File: config.mk
export PLATFORM = sky130hd
export DESIGN_NAME = mtr_cmd_shaper
export DESIGN_NICKNAME = d
export VERILOG_FILES = /design/src/rtl/mtr_cmd_shaper.sv
export SDC_FILE = /design/constraint.sdc
export NUM_CORES = 1
export LEC_CHECK = 0
export CAP_MARGIN = 20
export CORE_MARGIN = 1.5
export CORE_UTILIZATION = 55
export DETAILED_ROUTE_END_ITERATION = 12
export GPL_TIMING_DRIVEN = 0
export HOLD_SLACK_MARGIN = 0.12
export PLACE_DENSITY_LB_ADDON = 0.3
export SLEW_MARGIN = 10
export SYNTH_ARGS = -nofsm -noshare
export SYNTH_HDL_FRONTEND = slang
export SYNTH_SLANG_ARGS = --single-unit
File: constraint.sdc
create_clock -name clk -period 6.4 [get_ports clk]
set_input_delay 0.96 -clock clk [delete_from_list [all_inputs] [get_ports clk]]
set_output_delay 0.96 -clock clk [all_outputs]
set_load 0.005 [all_outputs]
File: src/rtl/mtr_cmd_shaper.sv
`timescale 1ns/1ps
`default_nettype none
// ============================================================================
//  Module      : mtr_cmd_shaper
//  Description : Turns signed left/right drive commands into magnitude plus
//                direction for the motor PWM driver. Each side has a slew
//                limiter, a zero-crossing dwell before any reversal, optional
//                deadband offset and saturation to 11 bits.
//                Optional feature macro: MTR_SHAPER_DEADBAND_EN (adds MIN_DUTY
//                to every nonzero magnitude).
//  Revision    : 1.0 - initial release
// ============================================================================
module mtr_cmd_shaper #(
    parameter int SLEW_DIV = 1024,
    parameter int STEP     = 16,
    parameter int MIN_DUTY = 64,
    parameter int DWELL    = 4
) (
    input  logic               clk,
    input  logic               rst_n,
    input  logic               en,
    input  logic signed [11:0] lft_cmd,
    input  logic signed [11:0] rght_cmd,
    output logic [10:0]        lft_spd,
    output logic               lft_rev,
    output logic [10:0]        rght_spd,
    output logic               rght_rev,
    output logic               settled
);

    localparam int              PW          = $clog2(SLEW_DIV);
    localparam int              DW          = $clog2(DWELL + 1);
    localparam logic [PW-1:0]   C_PRESC_MAX = PW'(SLEW_DIV - 1);
    localparam logic [12:0]     C_STEP      = 13'(STEP);
    localparam logic [DW-1:0]   C_DWELL     = DW'(DWELL);
    localparam logic [12:0]     C_SPD_MAX   = 13'd2047;
`ifdef MTR_SHAPER_DEADBAND_EN
    localparam logic [12:0]     C_MIN_DUTY  = 13'(MIN_DUTY);
`else
    // Deadband compensation is compiled out; the parameter is kept for a
    // stable interface only.
    logic w_unused_min_duty;
    assign w_unused_min_duty = |13'(MIN_DUTY);
`endif

    typedef enum logic [0:0] {
        ST_RUN  = 1'b0,
        ST_HOLD = 1'b1
    } state_t;

    logic [PW-1:0]      r_presc;
    logic               w_tick;
    logic               r_settled;
    logic signed [11:0] w_tgt [2];
    logic [10:0]        w_spd [2];
    logic [1:0]         w_rev;
    logic [1:0]         w_side_ok;

    assign w_tgt[0] = lft_cmd;
    assign w_tgt[1] = rght_cmd;
    assign w_tick   = (r_presc == C_PRESC_MAX);

    // Free-running slew prescaler shared by both sides, independent of en
    always_ff @(posedge clk or negedge rst_n) begin
        if (!rst_n) begin
            r_presc <= '0;
        end else if (w_tick) begin
            r_presc <= '0;
        end else begin
            r_presc <= r_presc + 1'b1;
        end
    end

    genvar gi;
    generate
        for (gi = 0; gi < 2; gi++) begin : g_side
            state_t             r_state;
            state_t             w_state_nxt;
            logic signed [11:0] r_cur;
            logic signed [11:0] w_cur_nxt;
            logic               r_dir;
            logic               w_dir_nxt;
            logic [DW-1:0]      r_dwell;
            logic [DW-1:0]      w_dwell_nxt;
            logic [10:0]        r_spd;
            logic               r_rev;
            logic signed [12:0] w_cur_x;
            logic signed [12:0] w_tgt_x;
            logic signed [12:0] w_diff;
            logic signed [12:0] w_new;
            logic [12:0]        w_absdiff;
            logic [12:0]        w_mv;
            logic [12:0]        w_mag;
            logic [12:0]        w_duty;
            logic [10:0]        w_spd_nxt;
            logic               w_tgt_nz;
            logic               w_opp;
            logic               w_to_hold;

            // Slew step: difference is taken in 13 bits so full-scale swings
            // cannot wrap, then clipped to STEP.
            assign w_cur_x   = {r_cur[11], r_cur};
            assign w_tgt_x   = {w_tgt[gi][11], w_tgt[gi]};
            assign w_diff    = w_tgt_x - w_cur_x;
            assign w_absdiff = w_diff[12] ? $unsigned(-w_diff) : $unsigned(w_diff);
            assign w_mv      = (w_absdiff > C_STEP) ? C_STEP : w_absdiff;
            assign w_new     = w_diff[12] ? (w_cur_x - $signed(w_mv))
                                          : (w_cur_x + $signed(w_mv));

            // A nonzero target of the other sign than dir is a reversal; it
            // must stop at zero (from rest, or when the step reaches/crosses 0).
            assign w_tgt_nz  = (w_tgt[gi] != 12'sd0);
            assign w_opp     = w_tgt_nz && (w_tgt[gi][11] != r_dir);
            assign w_to_hold = w_opp && ((r_cur == 12'sd0) || (w_new == 13'sd0) ||
                                         (w_new[12] != r_cur[11]));

            // Next-state logic for the RUN/HOLD slew FSM
            always_comb begin
                w_state_nxt = r_state;
                w_cur_nxt   = r_cur;
                w_dir_nxt   = r_dir;
                w_dwell_nxt = r_dwell;
                if (!en) begin
                    w_state_nxt = ST_RUN;
                    w_cur_nxt   = '0;
                    w_dwell_nxt = '0;
                end else if (w_tick) begin
                    case (r_state)
                        ST_RUN: begin
                            if (w_to_hold) begin
                                w_state_nxt = ST_HOLD;
                                w_cur_nxt   = '0;
                                w_dwell_nxt = C_DWELL;
                            end else begin
                                w_cur_nxt = $signed(w_new[11:0]);
                            end
                        end
                        ST_HOLD: begin
                            // The dwell always runs to completion; the new
                            // direction is taken from the target at its end.
                            w_cur_nxt   = '0;
                            w_dwell_nxt = r_dwell - 1'b1;
                            if (r_dwell == DW'(1)) begin
                                w_state_nxt = ST_RUN;
                                if (w_tgt_nz) begin
                                    w_dir_nxt = w_tgt[gi][11];
                                end
                            end
                        end
                        default: begin
                            w_state_nxt = ST_RUN;
                        end
                    endcase
                end
            end

            // Magnitude mapping; |-2048| = 2048 still fits in 13 bits
            assign w_mag = r_cur[11] ? $unsigned(-w_cur_x) : $unsigned(w_cur_x);
`ifdef MTR_SHAPER_DEADBAND_EN
            assign w_duty = w_mag + C_MIN_DUTY;
`else
            assign w_duty = w_mag;
`endif
            assign w_spd_nxt = (r_cur == 12'sd0)      ? 11'd0   :
                               (w_duty > C_SPD_MAX)   ? 11'h7FF : w_duty[10:0];

            // FSM state, command, direction and dwell registers
            always_ff @(posedge clk or negedge rst_n) begin
                if (!rst_n) begin
                    r_state <= ST_RUN;
                    r_cur   <= '0;
                    r_dir   <= 1'b0;
                    r_dwell <= '0;
                end else begin
                    r_state <= w_state_nxt;
                    r_cur   <= w_cur_nxt;
                    r_dir   <= w_dir_nxt;
                    r_dwell <= w_dwell_nxt;
                end
            end

            // Registered driver outputs, one clock behind cur/dir
            always_ff @(posedge clk or negedge rst_n) begin
                if (!rst_n) begin
                    r_spd <= '0;
                    r_rev <= 1'b0;
                end else begin
                    r_spd <= w_spd_nxt;
                    r_rev <= r_dir;
                end
            end

            assign w_spd[gi]     = r_spd;
            assign w_rev[gi]     = r_rev;
            assign w_side_ok[gi] = (r_cur == w_tgt[gi]) && (r_state == ST_RUN);
        end
    endgenerate

    // Settled flag: both sides on target and neither in a dwell
    always_ff @(posedge clk or negedge rst_n) begin
        if (!rst_n) begin
            r_settled <= 1'b1;
        end else begin
            r_settled <= &w_side_ok;
        end
    end

    assign lft_spd  = w_spd[0];
    assign lft_rev  = w_rev[0];
    assign rght_spd = w_spd[1];
    assign rght_rev = w_rev[1];
    assign settled  = r_settled;

endmodule
`default_nettype wire

==> reports/qor.txt, run 1 <==
Leak -> 4.13 nW
top-level I/O count -> 52
Final setup viols -> 32
die height -> 113 µm
share of cells above drive strength 1 -> 0.291
crit path max-delay cell type -> or4_4
Placed Area -> 7610 µm²
Synth Flop Type -> dfrtp_1
Mapped Area -> 6710 µm²
Setup CP Type -> input pin to register
Synth Instances -> 817
1st-iter DRT viols -> 731
worst hold start -> g_side[1].r_dir$_DFFE_PN0P_
routed wl met3 -> 2110 µm
Synth Area in Simple Gates -> 0.216
DRC Markers -> 0
CTS Buffer Depth -> 2
xor and xnor area share after synthesis -> 0.0841
Worst R2R Start -> g_side[0].r_cur[1]$_DFFE_PN0P_
CTS tree -> yes
core box area -> 12000 µm²
total power -> 1.32 mW
setup TNS -> -7720 ps
gpl congestion -> 0.948
first-pass GRT wire length -> 32200 µm
maximum VDD drop -> 110 µV
area fraction of the dominant cell type after synthesis -> 0.253
grt ovf -> 0
delay-heaviest family, CP -> simple AND/OR/NAND/NOR gates
Hold Path Depth -> 0
layout net count -> 1039
EDFF count, synth -> 0
Period minus WS final -> 6790 ps
clock latency on the worst-skew pair -> 330 ps
Slew HR -> 0.429
largest family of logic cells by synthesized area -> compound AO/OA/AOI/OAI gates
met2 wire len -> 11000 µm
Worst Path Buf+Inv -> 4
initial core utilization -> 0.561
n_diodes -> 0
Synth Area in Compound Gates -> 0.260
initial antenna violation count -> 0
DR pass1 iterations -> 8
Max Slew Vio Count -> 0
Die W -> 113 µm
crit-path max cell delay -> 550 ps
Critical Path RT -> 6620 ps
Routed Antenna Nets -> 0
vias per inst -> 6.88
R2R cell count -> 30
Yosys cell types -> 76
Slew @ Worst Pin -> 857 ps
DR vias -> 7555
Adder-Cell Fraction of Synth Area -> 0.126
fin worst setup slack -> -395 ps
WP data arrival -> 7020 ps
Max Clk Rate -> 0.147 GHz
top sig layer -> met4
Syn Area/Cell -> 8.22 µm²
clk_skew -> 11.1 ps
worst-path maximum fanout -> 10
Fin Hold WS -> 458 ps
GRT Total Usage -> 0.312
syn nets -> 909
Final period util -> 1.06
Reg clk slew, reported paths -> 60 ps
CTS Buf Count -> 9
area added between synthesis and finish -> 41.0%
RR Endpoint -> g_side[0].r_cur[8]$_DFFE_PN0P_
mux share of post-synthesis cell area -> 0.0108
RSZ-0062 raised after global routing -> true
DR WL/cell -> 21.2 µm
Seq cells post-synth -> 69
ys async rst share -> 1.00
register area share after synthesis -> 0.257
post-synth top area cell -> dfrtp_1
vias in the first global route -> 6574
Hold EP -> rght_rev$_DFF_PN0_
Critical Path End Type -> register
Detailed Place HPWL -> 14600 µm
Die ar. -> 12900 µm²
met1 WL -> 9180 µm
largest net degree at the start of global routing -> 70
Power Density -> 139 nW/µm²
final hold vios -> 0
H-Tree Depth -> 3
Sink Count -> 69
startpoint types -> input pin
worst reg2reg setup slack -> -260 ps
Yosys Warn Count -> 0
# hold bufs at CTS -> 0
Detailed Route WL -> 23300 µm
failing checks -> setup timing
top cells by area, synth -> dfrtp_1 25%, ha_1 11%, xnor2_1 5.0%
Final Cell Area -> 9460 µm²
max_cap viols -> 0
row count -> 40
Port-buffer cells -> 50
Hold/Removal Path Class -> register to register
status -> finished, violations left
clock root cell -> clkbuf_16
[kinds of logic (layout without fill, tap and decap cells)]
logic type               after synthesis  in the layout
flip-flops                            69             69
AND/OR/NAND/NOR                      292            292
adder cells (fa/ha/maj)               65             65
AO/OA/AOI/OAI                        243            243
buffers and inverters                 79            213
XOR/XNOR                              62             62
multiplexers                           7              7
[state kept, by name, summed over array words and instances (netlist names)]
| signal | count |
|---|---|
| g_side.r_dir | 2 |
| g_side.r_state | 2 |
| g_side.r_cur | 24 |
| rght_rev | 1 |
| rght_spd | 11 |
| r_presc | 10 |
| settled | 1 |
| g_side.r_dwell | 6 |
| lft_spd | 11 |
| lft_rev | 1 |
[Yosys cell counts (all sizes together) (4+ instances only)]
library cell  count
o31a              5
nand4            12
clkbuf           23
or3               9
nor2b            12
a41oi             4
a21o             13
ha               61
a211oi            4
dfrtp            68
o22ai             5
o31ai            23
nand3b            4
and2              7
o21a             15
o211ai            4
nand3            35
buf               5
nand2            77
a21oi            49
o21ai            43
fa                4
nor2             66
inv              51
nor4             12
a22o              5
o41ai             5
nor3             17
nand2b           13
or4               6
a211o             5
mux2i             5
a41o              5
a31oi            12
and4              4
xor2             23
a32o              7
and3              8
xnor2            38
[metrics by stage]
step	cells	utilization	setup slack, ps
detailed placement	1014	0.637	-1640
finish	1098	0.791	-395
global placement	1014	0.637	-1540
floorplan	817	-	-358
CTS	1068	0.730	-176
global route	1098	0.791	-611
[layout make-up]
| class | instances | area [µm²] |
|---|---|---|
| Clock inverter | 1 | 30.0 |
| Tap cell | 147 | 184 |
| Sequential cell | 69 | 1730 |
| Timing Repair Buffer | 129 | 1120 |
| Clock buffer | 14 | 264 |
| Inverter | 51 | 206 |
| Buffer | 18 | 113 |
| Fill cell | 686 | 2500 |
| Multi-Input combinational cell | 669 | 5810 |
[worst max path at each step]
stage	startpoint	to	slack, ps	cells past startpoint
5_1_grt	lft_cmd[9]	g_side[0].r_dwell[2]$_DFFE_PN0P_	-610	29
3_5_place_dp	lft_cmd[0]	g_side[0].r_dwell[2]$_DFFE_PN0P_	-1640	31
6_report	lft_cmd[9]	g_side[0].r_cur[8]$_DFFE_PN0P_	-390	29
2_1_floorplan	lft_cmd[0]	g_side[0].r_cur[8]$_DFFE_PN0P_	-360	30
4_1_cts	lft_cmd[0]	g_side[0].r_cur[8]$_DFFE_PN0P_	-180	30
3_3_place_gp	lft_cmd[0]	g_side[0].r_cur[8]$_DFFE_PN0P_	-1540	31
[metal layers]
metal | track usage | vias up
met2 | 0.526 | 521
met3 | 0.0356 | 119
met4 | 0.110 | 0
met1 | 0.416 | 3619
met5 | 0 | -
li1 | - | 3296
[where the power goes]
group          internal, mW   switching, mW  leakage [nW]
registers             0.437  0.000000000864         0.945
logic                 0.167           0.219          3.04
clock network         0.321           0.171         0.143
total                 0.925           0.390          4.13
[cells in the final DEF, fill, tap and decap left out, types with 8 or more instances in the layout]
cell type / netlist / final
buf_4: 1 / 73
nor2b_1: 12 / 8
o21ai_0: 43 / 32
ha_4: 0 / 20
ha_1: 61 / 37
a21o_1: 13 / 12
nor4_1: 12 / 10
dfrtp_1: 68 / 67
o31ai_2: 0 / 9
xnor2_1: 38 / 32
clkbuf_16: 0 / 9
clkdlybuf4s50_1: 0 / 32
o21a_1: 15 / 15
xor2_1: 22 / 18
clkbuf_1: 23 / 14
nor3_1: 17 / 12
nand2_1: 77 / 72
inv_1: 51 / 44
o31ai_1: 22 / 11
buf_6: 1 / 8
nand3_1: 35 / 31
nand2b_1: 13 / 10
a21oi_1: 49 / 30
nor2_1: 66 / 61
nand4_1: 12 / 12
a31oi_1: 12 / 9
o21ai_2: 0 / 9
a21oi_2: 0 / 16
[timing repair]
action                     4_1_cts  5_1_grt
setup buffers                   47       30
setup endpoints to repair       32       32
cloned                           2        0
resized for setup              131       98
pin swaps                       74       57
Note: power is estimated with default switching activity, not from simulation.
==> run 2, diff against run 1 <==
ABC_CLOCK_PERIOD_IN_PS = 6400   (was default)
==> results of run 2 <==
Same layout as run 1: the final DEF is identical, and so are final timing and power.
==> run 3, diff against run 2 <==
TNS_END_PERCENT = 20   (was default)
==> reports/qor.txt, run 3 (synthesized netlist as in run 1, its figures left out) <==
DR WL/cell -> 19.8 µm (-6.5%)
core box area -> 12000 µm² (unchanged)
pre-CTS WS -> -1650 ps (-15.2 ps)
Final Cell Area -> 9310 µm² (-1.7%)
final hold vios -> 0 (unchanged)
Storage cell area -> 1730 µm² (unchanged)
Critical Path RT -> 6620 ps (about the same)
FILL cells -> 778 (+13%)
Final Instance Count excl. Fillers -> 1086 (-1.1%)
RSZ-0062 raised after global routing -> true
Detailed Place HPWL -> 14900 µm (+1.9%)
largest net degree at the start of global routing -> 60 (-14%)
share of cells above drive strength 1 -> 0.262 (-0.0293)
max_cap viols -> 0 (unchanged)
worst-path maximum fanout -> 8 (-2)
DR pass1 iterations -> 7 (-1)
Die ar. -> 12900 µm² (unchanged)
Routed Antenna Nets -> 0 (unchanged)
clock root cell -> clkbuf_16
Die W -> 113 µm (unchanged)
Port-buffer cells -> 50 (unchanged)
n_diodes -> 0 (unchanged)
Max Slew Vio Count -> 0 (unchanged)
Final setup viols -> 32 (unchanged)
Max Clk Rate -> 0.145 GHz (-1.2%)
Placed Cells incl. Taps -> 1015 (+0.099%)
clock latency on the worst-skew pair -> 340 ps (about the same)
most common cell after layout, fill and taps aside -> nand2_1
startpoint types -> input pin
# hold bufs at CTS -> 0 (unchanged)
vias per inst -> 6.48 (-5.8%)
status -> finished, violations left
crit-path max cell delay -> 520 ps (-30 ps)
first-pass GRT wire length -> 32900 µm (+2.2%)
Slew @ Worst Pin -> 1110 ps (+252 ps)
CTS tree -> yes
CTS Buffer Depth -> 2 (unchanged)
DRC Markers -> 0 (unchanged)
initial core utilization -> 0.561 (unchanged)
Multi-input gate area -> 5680 µm² (-2.3%)
Reg clk slew, reported paths -> 60 ps (about the same)
final core occ -> 0.778 (-0.0132)
clk_skew -> 6.91 ps (-4.14 ps)
Placed Area -> 7640 µm² (+0.36%)
total power -> 1.34 mW (+1.7%)
Sink Count -> 69 (unchanged)
DR vias -> 7038 (-6.8%)
top-level I/O count -> 52 (unchanged)
R2R cell count -> 29 (-3.3%)
Detailed Route WL -> 21500 µm (-7.5%)
vias in the first global route -> 6663 (+1.4%)
layout net count -> 1026 (-1.3%)
GRT Total Usage -> 0.319 (+0.00754)
1st-iter DRT viols -> 540 (-26%)
Leak -> 4.09 nW (-0.88%)
WP data arrival -> 7090 ps (+70 ps)
gpl congestion -> 0.931 (-1.8%)
Most flops, register -> g_side.r_cur
Hold Path Depth -> 0 (unchanged)
Slew HR -> 0.255 (-0.174)
crit path max-delay cell type -> or4_1
most frequent cells in the layout -> 72 x nand2_1, 67 x dfrtp_1, 57 x nor2_1
fin worst setup slack -> -476 ps (-81.2 ps)
die height -> 113 µm (unchanged)
Setup CP Type -> input pin to register
Critical Path End Type -> register
Period minus WS final -> 6880 ps (+81.2 ps)
setup TNS -> -7180 ps (+539 ps)
maximum VDD drop -> 129 µV (+17%)
Power Density -> 144 nW/µm² (+3.4%)
row count -> 40 (unchanged)
Fin Hold WS -> 429 ps (-29.2 ps)
failing checks -> setup timing
Hold/Removal Path Class -> register to register
CTS Buf Count -> 9 (unchanged)
area added between synthesis and finish -> 38.6%
max reg flops -> 24 (unchanged)
grt ovf -> 0 (unchanged)
initial antenna violation count -> 0 (unchanged)
Final period util -> 1.07 (+0.0127)
H-Tree Depth -> 3 (unchanged)
run 3: final timing paths:
check	from	to	slack, ps
worst min register to register	g_side[0].r_dir$_DFFE_PN0P_	lft_rev$_DFF_PN0_	430
worst max-delay path	lft_cmd[0]	g_side[0].r_cur[8]$_DFFE_PN0P_	-480
worst max register to register	g_side[0].r_cur[1]$_DFFE_PN0P_	g_side[0].r_cur[8]$_DFFE_PN0P_	-310
min in group asynchronous	rst_n	g_side[0].r_dir$_DFFE_PN0P_	470
max in group asynchronous	rst_n	settled$_DFF_PN1_	5360
worst min-delay path	g_side[0].r_dir$_DFFE_PN0P_	lft_rev$_DFF_PN0_	430
run 3: layer usage:
layer	wire [µm]	GRT usage	part of all wire
met2	10400	0.535	0.48
met5	0	0	0
met1	8840	0.422	0.41
met3	1700	0.0473	0.079
met4	570	0.115	0.026
run 3: worst max-delay path: cells and delay by family:
family          cells  cell delay, ps
simple gates       14            2580
compound gates      7            1450
fa+ha+maj           4            1140
buf+inv             7             820
xor+xnor            1             150
run 3: where the power goes:
group	internal [mW]	leakage (nW)	total (mW)	switching (mW)
logic	0.156	2.99	0.361	0.205
registers	0.437	0.945	0.437	0.000000000738
clock network	0.361	0.163	0.539	0.179
run 3: layout make-up:
cell class | count | share of cell area
timing repair buffer | 115 | 0.114
tap | 147 | 0.0198
clock inverter | 4 | 0.00753
clock buffer | 12 | 0.0276
sequential | 69 | 0.186
inverter | 51 | 0.0222
buffer | 19 | 0.0125
multi-input combinational | 669 | 0.610
run 3: timing repair:
item                                    in CTS  in global routing
gates cloned                                 2                  1
endpoints found under the setup margin      32                 32
setup buffers                               43                 18
pin swaps                                   63                 67
resized for setup                          108                107
